File: src/rtl/preprocess_mux_reader.sv
// preprocess_mux_reader
// Read-side engine for the preprocess buffer's 4-lane mux read port. It sweeps
// NUM_WORDS consecutive addresses from a latched base and delivers each word on
// a valid/ready stream. A credit-managed skid FIFO absorbs the fixed RAM latency.
//
// Ports
//   clock, reset_n          rising-edge clock, asynchronous active-low reset
//   io_i_start              start pulse, honoured in IDLE only
//   io_i_abort              synchronous flush back to IDLE
//   io_i_base_addr          first address of the pass, latched on start
//   io_o_mux_rdaddr         read address to the buffer
//   io_i_mux_rddata         read data, RD_LATENCY cycles after the address
//   io_o_valid/io_i_ready   output stream handshake
//   io_o_data               stream word, lane k at [k*DATA_WIDTH +: DATA_WIDTH]
//   io_o_last               marks word NUM_WORDS-1
//   io_o_busy               high outside IDLE
//   io_o_mux_done           one-cycle pulse at pass end
//
// Build option
//   PREPROC_MUX_RD_LANE_MASK_EN : when defined, bits [DATA_WIDTH-1:35] of every
//   output lane are forced to zero; otherwise lanes pass through unmodified.
//
// state   | meaning
// --------+------------------------------------------------------------
// S_IDLE  | waiting for start
// S_READ  | issuing addresses, bounded by FIFO credits
// S_DRAIN | all addresses issued, waiting for the last word to be taken
// S_DONE  | one-cycle mux_done pulse, then back to IDLE

module preprocess_mux_reader #(
    parameter int DATA_WIDTH = 39,
    parameter int ADDR_WIDTH = 12,
    parameter int NUM_WORDS  = 1024,
    parameter int RD_LATENCY = 1,
    parameter int FIFO_DEPTH = 3
) (
    input  logic                    clock,
    input  logic                    reset_n,
    input  logic                    io_i_start,
    input  logic                    io_i_abort,
    input  logic [ADDR_WIDTH-1:0]   io_i_base_addr,
    output logic [ADDR_WIDTH-1:0]   io_o_mux_rdaddr,
    input  logic [4*DATA_WIDTH-1:0] io_i_mux_rddata,
    output logic                    io_o_valid,
    input  logic                    io_i_ready,
    output logic [4*DATA_WIDTH-1:0] io_o_data,
    output logic                    io_o_last,
    output logic                    io_o_busy,
    output logic                    io_o_mux_done
);

    localparam int WORD_W  = 4 * DATA_WIDTH;
    localparam int CNT_W   = $clog2(NUM_WORDS + 1);
    localparam int FCNT_W  = $clog2(FIFO_DEPTH + 1);
    localparam int FCNT1_W = FCNT_W + 1;
    localparam int PTR_W   = (FIFO_DEPTH > 1) ? $clog2(FIFO_DEPTH) : 1;

    localparam logic [CNT_W-1:0]   WORDS_C    = CNT_W'(NUM_WORDS);
    localparam logic [CNT_W-1:0]   LAST_IDX_C = CNT_W'(NUM_WORDS - 1);
    localparam logic [FCNT_W:0]    DEPTH_C    = FCNT1_W'(FIFO_DEPTH);
    localparam logic [PTR_W-1:0]   PTR_MAX_C  = PTR_W'(FIFO_DEPTH - 1);

    typedef enum logic [1:0] {
        S_IDLE  = 2'd0,
        S_READ  = 2'd1,
        S_DRAIN = 2'd2,
        S_DONE  = 2'd3
    } state_e;

    state_e                  state_q, state_d;
    logic [ADDR_WIDTH-1:0]   base_q, base_d;
    logic [CNT_W-1:0]        issue_cnt_q, issue_cnt_d;
    logic [CNT_W-1:0]        acc_cnt_q, acc_cnt_d;
    logic [ADDR_WIDTH-1:0]   last_addr_q, last_addr_d;
    logic [RD_LATENCY-1:0]   pipe_q, pipe_d;
    logic [PTR_W-1:0]        wr_ptr_q, wr_ptr_d;
    logic [PTR_W-1:0]        rd_ptr_q, rd_ptr_d;
    logic [FCNT_W-1:0]       fifo_cnt_q, fifo_cnt_d;
    logic [WORD_W-1:0]       fifo_mem_q [FIFO_DEPTH];

    logic [FCNT_W-1:0]       inflight;
    logic [FCNT_W:0]         credit_used;
    logic                    fifo_valid;
    logic                    push;
    logic                    pop;
    logic                    issue;
    logic                    head_last;
    logic [ADDR_WIDTH-1:0]   issue_addr;
    logic [WORD_W-1:0]       head_word;

    // Credits: a read may only be issued if the FIFO can hold it together with
    // every read still travelling through the latency pipe.
    always_comb begin
        inflight = '0;
        for (int i = 0; i < RD_LATENCY; i++) begin
            inflight = inflight + FCNT_W'(pipe_q[i]);
        end
        credit_used = {1'b0, fifo_cnt_q} + {1'b0, inflight};
        fifo_valid  = (fifo_cnt_q != '0);
        pop         = fifo_valid & io_i_ready;
        push        = pipe_q[RD_LATENCY-1];
        head_last   = (acc_cnt_q == LAST_IDX_C);
        issue       = (state_q == S_READ) && (issue_cnt_q < WORDS_C) && (credit_used < DEPTH_C);
        issue_addr  = base_q + ADDR_WIDTH'(issue_cnt_q);
    end

    always_comb begin
        state_d     = state_q;
        base_d      = base_q;
        issue_cnt_d = issue_cnt_q;
        acc_cnt_d   = acc_cnt_q;
        last_addr_d = last_addr_q;
        pipe_d      = (pipe_q << 1) | RD_LATENCY'(issue);
        wr_ptr_d    = wr_ptr_q;
        rd_ptr_d    = rd_ptr_q;
        fifo_cnt_d  = fifo_cnt_q;

        if (issue) begin
            issue_cnt_d = issue_cnt_q + CNT_W'(1);
            last_addr_d = issue_addr;
        end
        if (pop) begin
            acc_cnt_d = acc_cnt_q + CNT_W'(1);
            rd_ptr_d  = (rd_ptr_q == PTR_MAX_C) ? '0 : rd_ptr_q + PTR_W'(1);
        end
        if (push) begin
            wr_ptr_d = (wr_ptr_q == PTR_MAX_C) ? '0 : wr_ptr_q + PTR_W'(1);
        end
        if (push && !pop) begin
            fifo_cnt_d = fifo_cnt_q + FCNT_W'(1);
        end else if (pop && !push) begin
            fifo_cnt_d = fifo_cnt_q - FCNT_W'(1);
        end

        case (state_q)
            S_IDLE: begin
                if (io_i_start) begin
                    state_d     = S_READ;
                    base_d      = io_i_base_addr;
                    issue_cnt_d = '0;
                    acc_cnt_d   = '0;
                end
            end
            S_READ: begin
                if (issue_cnt_d == WORDS_C) begin
                    state_d = S_DRAIN;
                end
            end
            S_DRAIN: begin
                if (pop && head_last) begin
                    state_d = S_DONE;
                end
            end
            S_DONE: begin
                state_d = S_IDLE;
            end
            default: begin
                state_d = S_IDLE;
            end
        endcase

        // Abort wins over everything, including a start in the same cycle;
        // reads still in the pipe are dropped by clearing their valid bits.
        if (io_i_abort) begin
            state_d     = S_IDLE;
            issue_cnt_d = '0;
            acc_cnt_d   = '0;
            pipe_d      = '0;
            wr_ptr_d    = '0;
            rd_ptr_d    = '0;
            fifo_cnt_d  = '0;
        end
    end

    always_ff @(posedge clock or negedge reset_n) begin
        if (!reset_n) begin
            state_q     <= S_IDLE;
            base_q      <= '0;
            issue_cnt_q <= '0;
            acc_cnt_q   <= '0;
            last_addr_q <= '0;
            pipe_q      <= '0;
            wr_ptr_q    <= '0;
            rd_ptr_q    <= '0;
            fifo_cnt_q  <= '0;
        end else begin
            state_q     <= state_d;
            base_q      <= base_d;
            issue_cnt_q <= issue_cnt_d;
            acc_cnt_q   <= acc_cnt_d;
            last_addr_q <= last_addr_d;
            pipe_q      <= pipe_d;
            wr_ptr_q    <= wr_ptr_d;
            rd_ptr_q    <= rd_ptr_d;
            fifo_cnt_q  <= fifo_cnt_d;
        end
    end

    // Storage needs no reset: the head is only exposed while the count says valid.
    always_ff @(posedge clock) begin
        if (push) begin
            fifo_mem_q[wr_ptr_q] <= io_i_mux_rddata;
        end
    end

    always_comb begin
        head_word = fifo_mem_q[rd_ptr_q];
`ifdef PREPROC_MUX_RD_LANE_MASK_EN
        for (int k = 0; k < 4; k++) begin
            for (int b = 35; b < DATA_WIDTH; b++) begin
                head_word[k*DATA_WIDTH + b] = 1'b0;
            end
        end
`endif
    end

    // The address is presented in the issue cycle itself so the credit check
    // only has to cover RD_LATENCY reads; between issues it holds its last value.
    assign io_o_mux_rdaddr = issue ? issue_addr : last_addr_q;
    assign io_o_valid      = fifo_valid;
    assign io_o_data       = fifo_valid ? head_word : '0;
    assign io_o_last       = fifo_valid & head_last;
    assign io_o_busy       = (state_q != S_IDLE);
    assign io_o_mux_done   = (state_q == S_DONE);

endmodule

File: config.mk
export PLATFORM = sky130hd
export DESIGN_NAME = preprocess_mux_reader
export DESIGN_NICKNAME = d
export VERILOG_FILES = /design/src/rtl/preprocess_mux_reader.sv
export SDC_FILE = /design/constraint.sdc
export NUM_CORES = 1
export LEC_CHECK = 0
export CAP_MARGIN = 20
export CORE_MARGIN = 10
export CORE_UTILIZATION = 56
export CTS_CLUSTER_DIAMETER = 30
export DETAILED_ROUTE_END_ITERATION = 6
export GPL_TIMING_DRIVEN = 0
export PLACE_DENSITY = 0.9
export SYNTH_ARGS = -nofsm -noshare
export SYNTH_HDL_FRONTEND = slang
export SYNTH_SLANG_ARGS = --single-unit
File: constraint.sdc
create_clock -name clock -period 22 [get_ports clock]
set_input_delay 4.4 -clock clock [delete_from_list [all_inputs] [get_ports clock]]
set_output_delay 4.4 -clock clock [all_outputs]
set_load 0.05 [all_outputs]
# ---- Yosys cells after proc, flatten, opt, wreduce, memory -nomap -nowiden
# Memory sizes are Yosys's and may differ from the RTL's.
# Index checks and enable logic that the tools add are counted.
dict set report classes {
  order_cmp 2
  n_reduce_logical 15
  bitwise_logic 2
  eq_ne 10
  n_addsub 8
  n_mux 27
}
# operator n
set op_table {}
lappend op_table {{$mux 156} 1}
lappend op_table {{$mux 11} 8}
lappend op_table {{$mux 2} 13}
lappend op_table {{$add 11x1->11 const B} 2}
lappend op_table {{$add 12x11->12} 1}
lappend op_table {{$mux 12} 1}
lappend op_table {{$eq 11x10->1 const B} 1}
lappend op_table {{$eq 11x11->1 const B} 1}
lappend op_table {{$lt 11x11->1 const B} 1}
lappend op_table {{$eq 2x2->1 const B} 4}
lappend op_table {{$pmux 2 s4} 1}
lappend op_table {{$reduce_bool 2->1} 4}
lappend op_table {{$add 2x1->2 const B} 3}
lappend op_table {{$ne 3x3->1 const B} 2}
lappend op_table {{$logic_and 1x1->1} 5}
lappend op_table {{$add 2x1->3} 1}
lappend op_table {{$lt 3x2->1 const B} 1}
lappend op_table {{$mux 1} 3}
lappend op_table {{$ne 3x2->1 const B} 1}
lappend op_table {{$reduce_and 3->1} 1}
lappend op_table {{$reduce_bool 3->1} 1}
lappend op_table {{$and 1x1->1} 2}
lappend op_table {{$eq 2x1->1 const B} 1}
lappend op_table {{$logic_not 1->1} 2}
lappend op_table {{other kinds (3)} 3}
dict set report word_totals {
  in_bits 173
  regBits 55
  ramBits 468
  wordCells 74
  mem_count 1
}
# memory depth word_bits rd rd_clocked_by_memory_dff wr line
set memory_table {}
lappend memory_table {fifo_mem_q 3 156 1 0 1 79} ;# logic [WORD_W-1:0] fifo_mem_q [FIFO_DEPTH];

# ---- Depth between registers and ports, before layout
# Gate-level depths: netlist of run 1.
dict set report logic_depth {
  word_depth 8
  mapped_depth 10
  depth_no_buf 9
}

# ---- Worst setup path before layout of run 1
# Ideal clock, no wire load.
dict set report synth_timing {
  path_kind {flip-flop to flip-flop}
  startpoint {register pipe_q}
  endpoint {memory fifo_mem_q[1][0] in the netlist's numbering, enable pin}
  required_time_ns 21.104
  slack_ns 9.291
  path_stages_with_launch 3
  t_arrival_ns 11.812
  n_path_buf 0
  setup_ns 0.896
  cell_sequence {dfrtp_1 > inv_1 > nor3b_1}
}
dict set report synth_between {
  elab_chain_len 2
}
# item line
set synth_rtl {}
lappend synth_rtl {{from (decl)} 75} ;# logic [RD_LATENCY-1:0] pipe_q, pipe_d;
lappend synth_rtl {{from (signal assigned)} 192} ;# pipe_q <= pipe_d;
lappend synth_rtl {{$mux 1} 201} ;# if (push) begin
lappend synth_rtl {{$mux 1 (not written as such)} 202} ;# fifo_mem_q[wr_ptr_q] <= io_i_mux_rddata;
lappend synth_rtl {{to (decl)} 79}
# Every way passes these cells.

# ---- Worst setup path in the final report of run 1
dict set report layout_timing {
  startpoint {register issue_cnt_q[0]}
  endpoint {output port io_o_mux_rdaddr[10]}
}
dict set report layout_between {
  elab_chain_len 4
}
# item line
set layout_rtl {}
lappend layout_rtl {{from (decl)} 72} ;# logic [CNT_W-1:0] issue_cnt_q, issue_cnt_d;
lappend layout_rtl {{from (signal assigned)} 189} ;# issue_cnt_q <= issue_cnt_d;
lappend layout_rtl {{$lt 11x11->1} 103} ;# issue = (state_q == S_READ) && (issue_cnt_q < WORDS_C) && (credit_used < DEPTH_C);
lappend layout_rtl {{$logic_and 1x1->1 (2 in series)} 103}
lappend layout_rtl {{$mux 12 (*)} 219} ;# assign io_o_mux_rdaddr = issue ? issue_addr : last_addr_q;
lappend layout_rtl {{to (decl)} 42} ;# output logic [ADDR_WIDTH-1:0] io_o_mux_rdaddr,
# Mark *: on every way between the ends. The rest lies on a longest branch, timed or not.

==> metrics.md, run 1 <==
| Metric | Value |
|---|---|
| Setup CP Type | `reg -> out` |
| Post-Syn Area per Cell | `roughly 14 um2` |
| Final total power | `between 3000 and 4000 uW` |
| H-tree levels | `3` |
| Cell taking the most area after synthesis | `edfxtp_1` |
| Worst Path Required | `about 18 ns` |
| Post-DP HPWL | `39.3 mm` |
| Peak supply drop | `0.0771 mV` |
| Switching share of power | `slightly below 30%` |
| # clock sinks | `about 520` |
| Area share of the largest cell type after synthesis | `around 67%` |
| Clock-pin slew on the worst setup and hold paths | `roughly 0.050 ns` |
| Internal | `2330 uW` |
| Slew headroom | `a little under a third` |
| P_leak | `0.0101 uW` |
| WL/cell | `24.0 um` |
| Area delta synth->final | `37.2%` |
| Net Switching | `992 uW` |
| Reg area | `approximately 15,000 um2` |
| Chip Height | `approximately 210 um` |
| Synth Register Bits | `roughly 520` |
| Critical Path Fanout Max | `7` |
| DR vias/cell | `5.78` |
| Final antenna-violating net count | `0` |
| Fmax | `0.117 GHz` |
| Syn nets | `1,661` |
| Synthesized cell area | `20,900 um2` |
| Pin count of the biggest net entering global routing | `40` |
| Via Count | `14,500` |
| TritonCTS clock tree | `yes` |
| Synth area leaders | `edfxtp_1, mux2i_1, dfrtp_1, nor2_1, a21oi_1` |
| Worst-skew pair later-pin latency | `between 0.6 and 0.7 ns` |
| Main combinational cell family by area after synthesis | `simple AND/OR/NAND/NOR gates` |
| CTS hold repair buffers | `0` |
| Rows | `70` |
| First-pass GRT wire length | `roughly 90 mm` |
| First-pass DRT Iterations | `5` |
| Logic pwr share | `20.6%` |
| DRC viols | `0` |
| Synth cell types | `53` |
| GRT busiest layer | `met2` |
| Met2 usage | `between 40 and 50%` |
| Reg power frac | `between 30% and 40%` |
| Initial antenna violation count | `5` |
| Area of the multi-input gates | `about 5100 um2` |
| Worst setup SP type | `flip-flop` |
| DRT iter0 DRCs | `about 1,500` |
| Maximum clock insertion buffer count | `3` |
| Final hold slack | `between 0.4 and 0.5 ns` |
| Core box area | `~37,000 um2` |
| Hold Fails Final Rpt | `0` |
| TNS Setup | `0 ns` |
| Number of global-route vias before repair | `about 15,000` |
| Syn Inst Count | `~1,500` |
| Clock skew | `roughly 0.016 ns` |
| Die X | `approximately 210 um` |
| Filler Cells Inserted | `approximately 1,800` |
| Routed WL | `slightly above 60 mm` |
| Fraction of the mapped netlist area in compound gates | `between 5 and 6%` |
| Number of buffer cells added on primary ports | `between 300 and 400` |
| Grt met3 use | `between 7 and 8%` |
| R2r worst-path depth | `9` |
| HP Class | `reg -> reg` |
| Outcome | `finished, final reports clean` |
| Slew Viols, Final | `0` |
| Initial Utilization | `a little under three fifths` |
| Pwr dens | `116 nW/um2` |
| Multiplexer area fraction after synthesis | `~8.2%` |
| Post-synth EDFFs | `468` |
| Total Die Area | `roughly 45,000 um2` |
| Congestion Overflow GR | `0` |
| Post-synthesis sequential area ratio | `73.9%` |
| Post-CTS setup buffer count | `0` |
| M1 GR Usage | `30.0%` |
| Post-cts resize count | `0` |
| Slew @ Worst Pin | `between 1 and 1.5 ns` |
| Clock power frac | `42.9%` |
| CTS root buffer | `clkbuf_16` |
| Type of destination of the critical path | `primary output` |
| GR Util All Layers | `between 20% and 30%` |
| Most common flop cell mapped by yosys | `edfxtp_1` |
| Worst path arrival time | `just over 4 ns` |
| GPL Wtd Cong | `roughly 0.80` |
| Simple-gate area share of the yosys netlist | `under 10%` |
| RSZ-0062 raised after global routing | `no` |
| Final min period | `between 8 and 9 ns` |
| Synth Area in Adders | `around 1.2%` |
| Synth Area in XOR/XNOR | `around 1.1%` |
| WHS Path Cells | `2` |
| Top Ports | `345` |
| Num CTS Buffers | `92` |
| Final nets | `around 2,100` |
| Syn. warnings | `0` |
| Final setup fails | `0` |
| Max Cap Viol | `0` |
| Final worst-path cycle share | `about two fifths` |
| Ys async rst share | `roughly a tenth` |
| Proportion of layout cells with a drive suffix above 1 | `roughly an eighth` |
[power by group through the flow]
| stage | registers, uW | logic, uW | clock network, uW |
|---|---|---|---|
| floorplan | 1250 | 420 | 0 |
| global placement | 1270 | 623 | 0 |
| detailed placement | 1230 | 667 | 0 |
| CTS | 1210 | 684 | 1440 |
| global route | 1220 | 722 | 1490 |
| finish | 1210 | 685 | 1430 |
[synth_stat cells, drive strengths merged, types with 8 or more instances]
| cell type | count |
|---|---|
| edfxtp | 468 |
| nor2 | 347 |
| a21oi | 172 |
| mux2i | 158 |
| dfrtp | 55 |
| clkbuf | 53 |
| nand2 | 40 |
| buf | 25 |
| xor2 | 20 |
| ha | 19 |
| o21ai | 16 |
| mux2 | 12 |
| nand3 | 8 |
[cell families (layout without fill, tap and decap cells)]
group                    Yosys count  after routing
AO/OA/AOI/OAI                    213            213
XOR/XNOR                          26             26
adder cells (fa/ha/maj)           20             20
buffers and inverters             85            653
flip-flops                       523            523
multiplexers                     170            170
other                              0              6
AND/OR/NAND/NOR                  431            431
[flip-flops by register name, indices dropped and copies added, names as in the netlist]
register     cells
acc_cnt_q       11
base_q          12
fifo_cnt_q       2
fifo_mem_q     468
issue_cnt_q     11
last_addr_q     12
pipe_q           1
rd_ptr_q         2
state_q          2
wr_ptr_q         2
[cell type report]
class / instances / share of cell area (%)
clock inverter: 69 / 2.68
tap: 468 / 2.04
inverter: 7 / 0.0916
antenna: 6 / 0.0524
timing repair buffer: 394 / 14.0
multi-input combinational: 860 / 17.9
sequential: 523 / 53.8
buffer: 78 / 1.12
clock buffer: 105 / 8.27
[layer usage]
metal / share of wire [%] / vias up
li1: - / 6378
met1: 36 / 7193
met2: 52 / 822
met3: 9.0 / 120
met4: 2.8 / 2
met5: 0.030 / -
[critical path, cell delays in order, from the launching register on]
cell and delay (ns):
dfrtp_1 0.46, ha_1 0.27, fa_1 0.42, a21o_1 0.17
a21oi_1 0.27, o21a_1 0.18, o21ai_0 0.11, a31oi_1 0.26
xor2_1 0.12, o21ai_0 0.36, clkdlybuf4s50_1 0.90
[layout by cell type (no fill, tap or decap), drive strengths merged, types with 3 or more instances in the layout]
| cell | instances |
|---|---|
| nor3 | 6 |
| diode | 6 |
| dfrtp | 55 |
| nand2b | 4 |
| a211oi | 4 |
| nand3 | 8 |
| or3 | 3 |
| buf | 76 |
| ha | 19 |
| bufinv | 11 |
| a21oi | 172 |
| xor2 | 20 |
| nand2 | 40 |
| o21a | 4 |
| clkinvlp | 13 |
| mux2i | 158 |
| nand4 | 4 |
| edfxtp | 468 |
| nor3b | 3 |
| nor2 | 347 |
| clkinv | 30 |
| xnor2 | 6 |
| nor2b | 3 |
| mux2 | 12 |
| inv | 22 |
| clkdlybuf4s50 | 343 |
| clkbuf | 158 |
| and3 | 5 |
| o21ai | 16 |
[path summary, 6_finish.rpt]
kind,start,to,slack [ns]
max,issue_cnt_q[0],io_o_mux_rdaddr[10],13.47
min,last_addr_q[0],last_addr_q[0],0.49
max reg2reg,issue_cnt_q[0],last_addr_q[10],19.24
min reg2reg,last_addr_q[0],last_addr_q[0],0.49
max in group asynchronous,reset_n,rd_ptr_q[0],17.74
min in group asynchronous,reset_n,last_addr_q[2],3.72
[through the flow]
stage / setup slack (ns) / area (um2) / instances / util, %
floorplan: 9.29 / 20900 / 1468 / -
global placement: 1.77 / 24900 / 2280 / 67.9
detailed placement: 14.18 / 25500 / 2330 / 69.5
CTS: 13.50 / 28700 / 2504 / 78.1
global route: 13.32 / 28700 / 2508 / 78.1
finish: 13.47 / 28700 / 2510 / 78.1
Power figures use the tool's default switching activity.
==> inputs of run 2 (changes only) <==
Settings changed: CORE_UTILIZATION 56 to 53, PLACE_DENSITY 0.9 to 0.86.
Clock period 22 ns to 8.4 ns, I/O delays scaled along.
==> run 2 against run 1 <==
Against the previous run:
- sequential power grew to 2.6 times the previous value
- the flow now finishes with violations (design-rule violations)
- register-to-register slack got worse by 14 ns
- count of clock-buffer cells in the layout increased by 13
- die area grew 5.1%
- cell area increased by 1.6%
- non-clock buffer count shrank 17
- critical endpoint is now io_o_mux_rdaddr[8]
- via count fell by 1.3%
- combinational power rose to 2.6 times the previous value
- global-route usage shrank 1.8 points
==> metrics.md, run 2 (synthesis results as in run 1) <==
| Metric | Value |
|---|---|
| Via Count | `around 14,000` |
| Violated checks | `design-rule violations` |
| DR vias/cell | `between 5 and 6` |
| Pwr dens | `slightly above 300 nW/um2` |
| Congestion Overflow GR | `0` |
| Final worst-path cycle share | `approximately two thirds` |
| Slew headroom | `36.5%` |
| First-pass DRT Iterations | `7` |
| Core box area | `~39,000 um2` |
| Commonest non-fill, non-tap cell in the layout | `edfxtp_1` |
| CTS hold repair buffers | `0` |
| Routed WL | `slightly below 60 mm` |
| Critical Path Fanout Max | `7` |
| Final min period | `between 5 and 6 ns` |
| Outcome | `finished with violations` |
| Number of buffer cells added on primary ports | `between 300 and 400` |
| Regs by FF count | `fifo_mem_q x468, base_q x12, last_addr_q x12` |
| H-tree levels | `3` |
| HP Class | `reg -> reg` |
| Filler Cells Inserted | `about 2,200` |
| CTS root buffer | `clkbuf_16` |
| DRT iter0 DRCs | `~1,200` |
| Post-Route Utilization | `between 70% and 80%` |
| Top Ports | `between 300 and 400` |
| TNS Setup | `0 ns` |
| R2r worst-path depth | `9` |
| Proportion of layout cells with a drive suffix above 1 | `a little under an eighth` |
| Max Cap Viol | `0` |
| Worst setup SP type | `flip-flop` |
| Post-CTS setup buffer count | `0` |
| Die X | `219 um` |
| RR Endpoint | `fifo_mem_q[2][75]` |
| Worst Path Required | `about 6.7 ns` |
| Hold path endpoint | `last_addr_q[1]` |
| Num CTS Buffers | `100` |
| TritonCTS clock tree | `yes` |
| Final nets | `2,140` |
| Final antenna-violating net count | `0` |
| Maximum clock insertion buffer count | `3` |
| Chip Height | `~220 um` |
| Total Die Area | `roughly 48,000 um2` |
| # clock sinks | `about 520` |
| Final setup fails | `0` |
| Pin count of the biggest net entering global routing | `just over 40` |
| First-pass GRT wire length | `between 80 and 90 mm` |
| RSZ-0062 raised after global routing | `no` |
| HP Start | `last_addr_q[1]` |
| Number of global-route vias before repair | `around 15,000` |
| Final hold slack | `between 0.4 and 0.5 ns` |
| Area delta synth->final | `39.4%` |
| WL/cell | `~23 um` |
| Post-route cell area | `between 20,000 and 30,000 um2` |
| Clock skew | `0.0231 ns` |
| Setup CP Type | `reg -> out` |
| Top reg by flops | `fifo_mem_q` |
| Hold Fails Final Rpt | `0` |
| Worst-skew pair later-pin latency | `between 0.6 and 0.7 ns` |
| Clock-pin slew on the worst setup and hold paths | `around 0.04 ns` |
| Max FFs per register | `468` |
| Slew @ Worst Pin | `around 0.95 ns` |
| WHS Path Cells | `2` |
| GPL Wtd Cong | `0.822` |
| Rows | `72` |
| Placed Area | `about 26,000 um2` |
| Initial antenna violation count | `11` |
| Reg-to-reg slack, setup | `5.57 ns` |
| Post-DP HPWL | `~38 mm` |
| Post-cts resize count | `0` |
| Peak supply drop | `between 0.2 and 0.3 mV` |
| Initial Utilization | `approximately 54%` |
| Type of destination of the critical path | `primary output` |
| R2r startpoint | `pipe_q` |
| Worst path arrival time | `4.01 ns` |
| Most frequent cells in the layout | `edfxtp_1, nor2_1, clkdlybuf4s50_1` |
| Fmax | `between 0.15 and 0.2 GHz` |
| P_leak | `just over 0.01 uW` |
| DRC viols | `1` |
| Slew Viols, Final | `0` |
| GR Util All Layers | `about a quarter` |
run 2: changes by cell type in the layout (fill, tap and decap cells not counted), moves of 5 or more:
cell | before | now
buf_16 | 0 | 15
clkinv_1 | 9 | 15
buf_6 | 45 | 2
buf_8 | 4 | 16
clkbuf_16 | 93 | 103
inv_6 | 11 | 6
run 2: area by class of cell:
cell class	instances	area [um2]	area share (%)
antenna	6	15.0	0.0516
buffer	78	320	1.10
clock inverter	68	754	2.59
multi-input combinational	860	5150	17.7
clock buffer	118	2650	9.11
inverter	7	26.3	0.0902
sequential	523	15400	53.0
timing repair buffer	377	4120	14.2
tap	518	648	2.23
run 2: worst max path at each step:
stage	from	endpoint	slack (ns)	depth (start not counted)
CTS	issue_cnt_q[0]	io_o_mux_rdaddr[8]	2.72	10
global route	issue_cnt_q[0]	io_o_mux_rdaddr[8]	2.47	10
floorplan	pipe_q	fifo_mem_q[2][0]	1.25	2
detailed placement	issue_cnt_q[0]	io_o_mux_rdaddr[10]	3.47	10
global placement	pipe_q	fifo_mem_q[2][88]	-2.83	2
finish	issue_cnt_q[0]	io_o_mux_rdaddr[8]	2.71	10
run 2: worst max-delay path, stage by stage (launching register included):
cell             delay [ns]
dfrtp_1                0.45
ha_1                   0.26
fa_1                   0.44
a21o_1                 0.19
a21oi_1                0.31
o21a_1                 0.20
o21bai_1               0.08
a21oi_1                0.26
xor2_1                 0.13
o21ai_0                0.24
clkdlybuf4s50_1        0.86
run 2: per-layer routing:
layer	share of wire [%]	track usage, %	up-vias
li1	-	-	6377
met1	36	27.6	7121
met2	52	41.7	684
met3	8.1	6.53	136
met4	3.3	11.2	10
met5	0.11	0	-
run 2: power by group:
group	total [uW]	switching, uW	internal, uW	leakage, uW
combinational	1800	1160	636	0.00359
clock	3980	1330	2660	0.00163
sequential	3180	84.4	3090	0.00495
total	8960	2570	6390	0.0102
run 2: through the flow:
stage,instances,total power [uW],setup slack [ns]
4_1_cts,2549,9000,2.72
5_1_grt,2555,9240,2.47
2_1_floorplan,1468,4330,1.25
3_5_place_dp,2363,4980,3.47
6_report,2555,8960,2.71
3_3_place_gp,2330,4910,-2.83
